<file path="src/rtl/life_seq.sv">
// Generation sequencer for the Life array: key events to shift passes and cell edits.
// Optional macro LIFE_GEN_CNT_EN builds the completed-generation counter; otherwise gen_cnt reads 0.
//
//   state | meaning
//   IDLE  | waiting for step / run key
//   SHIFT | nxt_bit high, ring advances one cell per cycle for X*Y cycles
//   HOLD  | run mode, counting frame ticks before the next pass
module life_seq #(
  parameter int X          = 8,
  parameter int Y          = 8,
  parameter int LOG2X      = 3,
  parameter int LOG2Y      = 3,
  parameter int RUN_FRAMES = 16,
  parameter int GEN_W      = 8
) (
  input  logic             clk,
  input  logic             reset,
  input  logic [2:0]       keys,
  input  logic             frame_tick,
  output logic             nxt_bit,
  output logic             cell_flip,
  output logic             running,
  output logic [GEN_W-1:0] gen_cnt
);

  localparam int              CW        = LOG2X + LOG2Y;
  localparam logic [CW-1:0]   CELL_LAST = CW'(X * Y - 1);
  localparam logic [7:0]      FR_FULL   = 8'(RUN_FRAMES);
  localparam logic [7:0]      FR_LAST   = 8'(RUN_FRAMES - 1);

  typedef enum logic [1:0] {IDLE, SHIFT, HOLD} state_t;

  state_t        state_q;
  logic [2:0]    key_q;
  logic [CW-1:0] cell_q;
  logic [7:0]    frame_q;
  logic          flip_pend_q;
  logic          nxt_bit_q;
  logic          cell_flip_q;
  logic          running_q;

  logic flip_ev, step_ev, run_ev;
  logic pass_done, frame_full, run_next;

  assign flip_ev   = (keys == 3'd5) && (key_q != 3'd5);
  assign step_ev   = (keys == 3'd6) && (key_q != 3'd6);
  assign run_ev    = (keys == 3'd7) && (key_q != 3'd7);
  assign pass_done = (state_q == SHIFT) && (cell_q == CELL_LAST);
  assign run_next  = running_q ^ run_ev;
  // Saturated count lets a flip coinciding with the last tick go first; SHIFT follows next cycle.
  assign frame_full = (frame_q == FR_FULL) || (frame_tick && (frame_q == FR_LAST));

  always_ff @(posedge clk or posedge reset) begin
    if (reset) begin
      state_q     <= IDLE;
      key_q       <= 3'd0;
      cell_q      <= '0;
      frame_q     <= 8'd0;
      flip_pend_q <= 1'b0;
      nxt_bit_q   <= 1'b0;
      cell_flip_q <= 1'b0;
      running_q   <= 1'b0;
    end else begin
      key_q       <= keys;
      cell_flip_q <= 1'b0;
      case (state_q)
        IDLE: begin
          if (flip_ev) begin
            cell_flip_q <= 1'b1;
          end else if (step_ev) begin
            state_q   <= SHIFT;
            nxt_bit_q <= 1'b1;
          end else if (run_ev) begin
            running_q <= 1'b1;
            state_q   <= SHIFT;
            nxt_bit_q <= 1'b1;
          end
        end
        SHIFT: begin
          running_q <= run_next;
          if (pass_done) begin
            // Deferred edit lands on the first non-shifting cycle.
            cell_q      <= '0;
            nxt_bit_q   <= 1'b0;
            flip_pend_q <= 1'b0;
            cell_flip_q <= flip_pend_q | flip_ev;
            state_q     <= run_next ? HOLD : IDLE;
          end else begin
            cell_q <= cell_q + 1'b1;
            if (flip_ev) flip_pend_q <= 1'b1;
          end
        end
        HOLD: begin
          if (frame_tick && (frame_q != FR_FULL)) frame_q <= frame_q + 8'd1;
          if (run_ev) begin
            running_q <= 1'b0;
            frame_q   <= 8'd0;
            state_q   <= IDLE;
          end else if (flip_ev) begin
            cell_flip_q <= 1'b1;
          end else if (frame_full) begin
            frame_q   <= 8'd0;
            state_q   <= SHIFT;
            nxt_bit_q <= 1'b1;
          end
        end
        default: state_q <= IDLE;
      endcase
    end
  end

  assign nxt_bit   = nxt_bit_q;
  assign cell_flip = cell_flip_q;
  assign running   = running_q;

`ifdef LIFE_GEN_CNT_EN
  logic [GEN_W-1:0] gen_q, gen_d;

  assign gen_d = gen_q + 1'b1;

  always_ff @(posedge clk or posedge reset) begin
    if (reset)          gen_q <= '0;
    else if (pass_done) gen_q <= gen_d;
  end

  assign gen_cnt = gen_q;
`else
  assign gen_cnt = '0;
`endif

endmodule
</file>
<file path="config.mk">
export PLATFORM = sky130hd
export DESIGN_NAME = life_seq
export DESIGN_NICKNAME = d
export VERILOG_FILES = /design/src/rtl/life_seq.sv
export SDC_FILE = /design/constraint.sdc
export NUM_CORES = 1
export LEC_CHECK = 0
export CAP_MARGIN = 5
export CELL_PAD_IN_SITES_DETAIL_PLACEMENT = 0
export CELL_PAD_IN_SITES_GLOBAL_PLACEMENT = 1
export CORE_ASPECT_RATIO = 0.6
export CORE_MARGIN = 2
export CORE_UTILIZATION = 42
export CTS_CLUSTER_SIZE = 24
export DETAILED_ROUTE_END_ITERATION = 6
export PLACE_DENSITY_LB_ADDON = 0.05
export SYNTH_ARGS = -nofsm -noshare
export SYNTH_HDL_FRONTEND = slang
export SYNTH_SLANG_ARGS = --single-unit
</file>
<file path="constraint.sdc">
create_clock -name clk -period 2.1 [get_ports clk]
set_input_delay 0.21 -clock clk [delete_from_list [all_inputs] [get_ports clk]]
set_output_delay 0.21 -clock clk [all_outputs]
set_load 0.1 [all_outputs]
</file>
==> results by group <==
Place
  – Dpl hpwl: between 2 and 2.5 mm
  – GP Congestion: about 0.90
  – Placed Cells: ~200
  – Post-DP Area: 1531 sq um
  – Port Buffer Count: 8

Timing
  – Count of final max-slew check failures: 0
  – Skew final: between 4 and 5 ps
  – Fmax: 0.5087 GHz
  – Setup violations, final: 0
  – Final Cycle Share: 0.9361
  – Post-layout min period: 1966 ps
  – Slew @ Worst Pin: 516.1 ps
  – Slew margin rel.: 0.6544
  – Final hold vios: 0

Power and ir drop
  – Sw frac: 0.3167
  – Gate power share: 0.183
  – Worst IR Drop VDD: 295.5 uV
  – Power Density: 567.6 nW/um^2
  – Clk pwr share: 0.307
  – Sequential power share: 0.510
  – Pint: 0.6173 mW
  – Pleak: 0.7397 nW
  – Switch Pwr: 0.2860 mW
  – Total power: 0.9033 mW

Clock tree
  – Clock Tree Root: clkbuf_8
  – Skew-Pair Late Insertion Delay: approximately 260 ps
  – Num Clock Sinks: 23
  – CTS tree: done
  – H-tree depth: 1
  – Post-CTS Resized: 0
  – Clk pin slew, worst setup/hold paths: 80 ps
  – Num CTS Buffers: 3
  – Max clock buf depth: 2

Synth
  – Top-area cell type share of the netlist area: 0.4155
  – Synth area leaders: dfrtp_1 42%, ha_1 6.3%, buf_4 4.3%
  – Mapped Avg Cell Area: roughly 9.5 sq um
  – Synth Instances: 146
  – Most numerous cell in the Yosys netlist: dfrtp_1
  – Commonest cells in the netlist: 23 x dfrtp_1, 12 x nand2_1, 10 x inv_1
  – Post-synth top area cell: dfrtp_1
  – Ys flop type: dfrtp_1
  – Sequential area share after synthesis: 0.4155
  – Flops & latches, synth: 23
  – Fraction of registers with async set/reset: 1.000
  – Netlist cell types: 44
  – Number of flops mapped to enable cells by yosys: 0
  – Ys Warns: 0
  – Area of the mapped netlist: 1385 sq um

Floorplan
  – Core Area: approximately 3200 sq um
  – # IOs: 17
  – Initial core utilization: 0.4324
  – Die height: roughly 48 um
  – Die span in x: between 70 and 80 um
  – Die Area: around 3800 sq um
  – Rows: 16

Setup path
  – CP Capture Type: register
  – Crit start category: register
  – Crit Path Category: reg -> reg
  – Slowest cell on crit path: dfrtp_1
  – Origin of the critical flop-to-flop path: frame_q[6]$_DFFE_PP0P_
  – Crit path max fanout: 12
  – Worst R2R Path Depth: 6
  – CP Data Required Time: 2260 ps
  – Max incr delay on CP: 420 ps
  – Critical Path AT: around 2100 ps
  – R2r setup slk: 130 ps
  – Worst R2R End: state_q[1]$_DFFE_PP0P_
  – Critical path cell sequence: or3_4, a41oi_4, a21oi_2, buf_4, or2_1, o41ai_2

Global route
  – Initial antenna violation count: 0
  – Total grt overflow: 0
  – Global-route wire length before repair: 5.195 mm
  – Pin count of the biggest net entering global routing: 24
  – Vias in the first global route: 1049
  – Total GRT Usage: 0.1773

Layout
  – Finished layout cell area: 1592 sq um
  – Layout Cells excl Fill: 210
  – Total Nets Final: 179
  – Share of cells above drive strength 1: 0.1394
  – Layout area overhead: 14.91%
  – Diodes inserted: 0

Route
  – Vias per std cell: 5.271
  – # DRC: 0
  – Final wirelength: 2.992 mm
  – Routed Antenna Nets: 0
  – Wire length per cell: between 10 and 15 um
  – DR pass1 iterations: 4
  – Drt first-iter violations: 63
  – Routed vias: 1107

Run status
  – Status: complete, no violations

Min path
  – Hold Path Class: in -> async

Run
  – Max-cap violations: 0
-- how the worst max path moves through the flow --
stage / from / to / slack [ps] / cells after the start
after global placement: keys[2] / nxt_bit$_DFFE_PP0P_ / 120 / 5
final: frame_q[6]$_DFFE_PP0P_ / state_q[1]$_DFFE_PP0P_ / 130 / 6
after global routing: frame_q[0]$_DFFE_PP0P_ / state_q[1]$_DFFE_PP0P_ / -6 / 7
after CTS: frame_q[5]$_DFFE_PP0P_ / state_q[1]$_DFFE_PP0P_ / 110 / 6
after floorplan: frame_q[5]$_DFFE_PP0P_ / nxt_bit$_DFFE_PP0P_ / 380 / 5
after detailed placement: keys[1] / state_q[1]$_DFFE_PP0P_ / 100 / 7
-- per-layer routing --
layer | global-route usage | part of all wire
met5 | 0 | 0
met4 | 0.01754 | 0.0013
met3 | 0.04664 | 0.053
met2 | 0.2198 | 0.34
met1 | 0.3055 | 0.60
-- layout make-up --
type	count	area [sq um]
clock buffers	4	45.04
fillers	318	1612
inverters	10	37.54
multi-input cells	110	729.5
flip-flops and latches	23	575.6
well taps	45	56.30
repair buffers	18	147.6
-- layout by cell type, fill, tap and decap left out, types with 3 or more instances in the layout --
cell,n
dfrtp_1,23
buf_4,13
nand2_1,12
inv_1,10
o21ai_0,9
nor2_1,9
conb_1,8
a21oi_1,7
ha_1,7
nand3_1,6
a31oi_1,6
clkdlybuf4s50_1,5
nand2b_1,4
and3_1,3
nand4_1,3
a22oi_1,3
mux2i_1,3
clkbuf_8,3
-- registers in the layout, summed over array words and instances, names as in the netlist --
name	flops
key_q	3
nxt_bit	1
cell_flip	1
cell_q	6
flip_pend_q	1
running	1
state_q	2
frame_q	8
-- critical path: cells and delay by family (launching register included) --
kind | cells | cell delay (ps)
simple gates | 2 | 670
compound gates | 3 | 590
flops | 1 | 420
buf+inv | 1 | 180
-- power by group through the flow --
stage / logic [mW] / registers [mW] / clock network, mW
after floorplan: 0.104 / 0.506 / 0
after global placement: 0.166 / 0.468 / 0
after detailed placement: 0.166 / 0.469 / 0
after CTS: 0.166 / 0.461 / 0.292
after global routing: 0.173 / 0.462 / 0.313
final: 0.165 / 0.461 / 0.277
-- through the flow --
| stage | TNS (ps) | utilization | hold WS (ps) | setup WS, ps |
|---|---|---|---|---|
| after floorplan | 0 | - | 211.9 | 377.1 |
| after global placement | 0 | 0.4781 | 467.6 | 117.9 |
| after detailed placement | 0 | 0.4781 | 474.9 | 96.31 |
| after CTS | 0 | 0.4922 | 302.9 | 106.2 |
| after global routing | -5.965 | 0.4969 | 325.3 | -5.965 |
| final | 0 | 0.4969 | 287.6 | 134.2 |
-- kinds of logic after synthesis --
| kind of cell | share of synthesized area |
|---|---|
| simple gates | 0.1680 |
| compound gates | 0.2249 |
| flops | 0.4155 |
| buf+inv | 0.07678 |
| fa+ha+maj | 0.06323 |
| mux | 0.02981 |
| xor+xnor | 0.01897 |
| other cells | 0.002707 |
-- repair_timing --
action | 4_1_cts | 5_1_grt
hold buffers | 0 | 0
buffers inserted | 0 | 2
setup endpoints to repair | 0 | 1
Note: power is estimated with default switching activity, not from simulation.
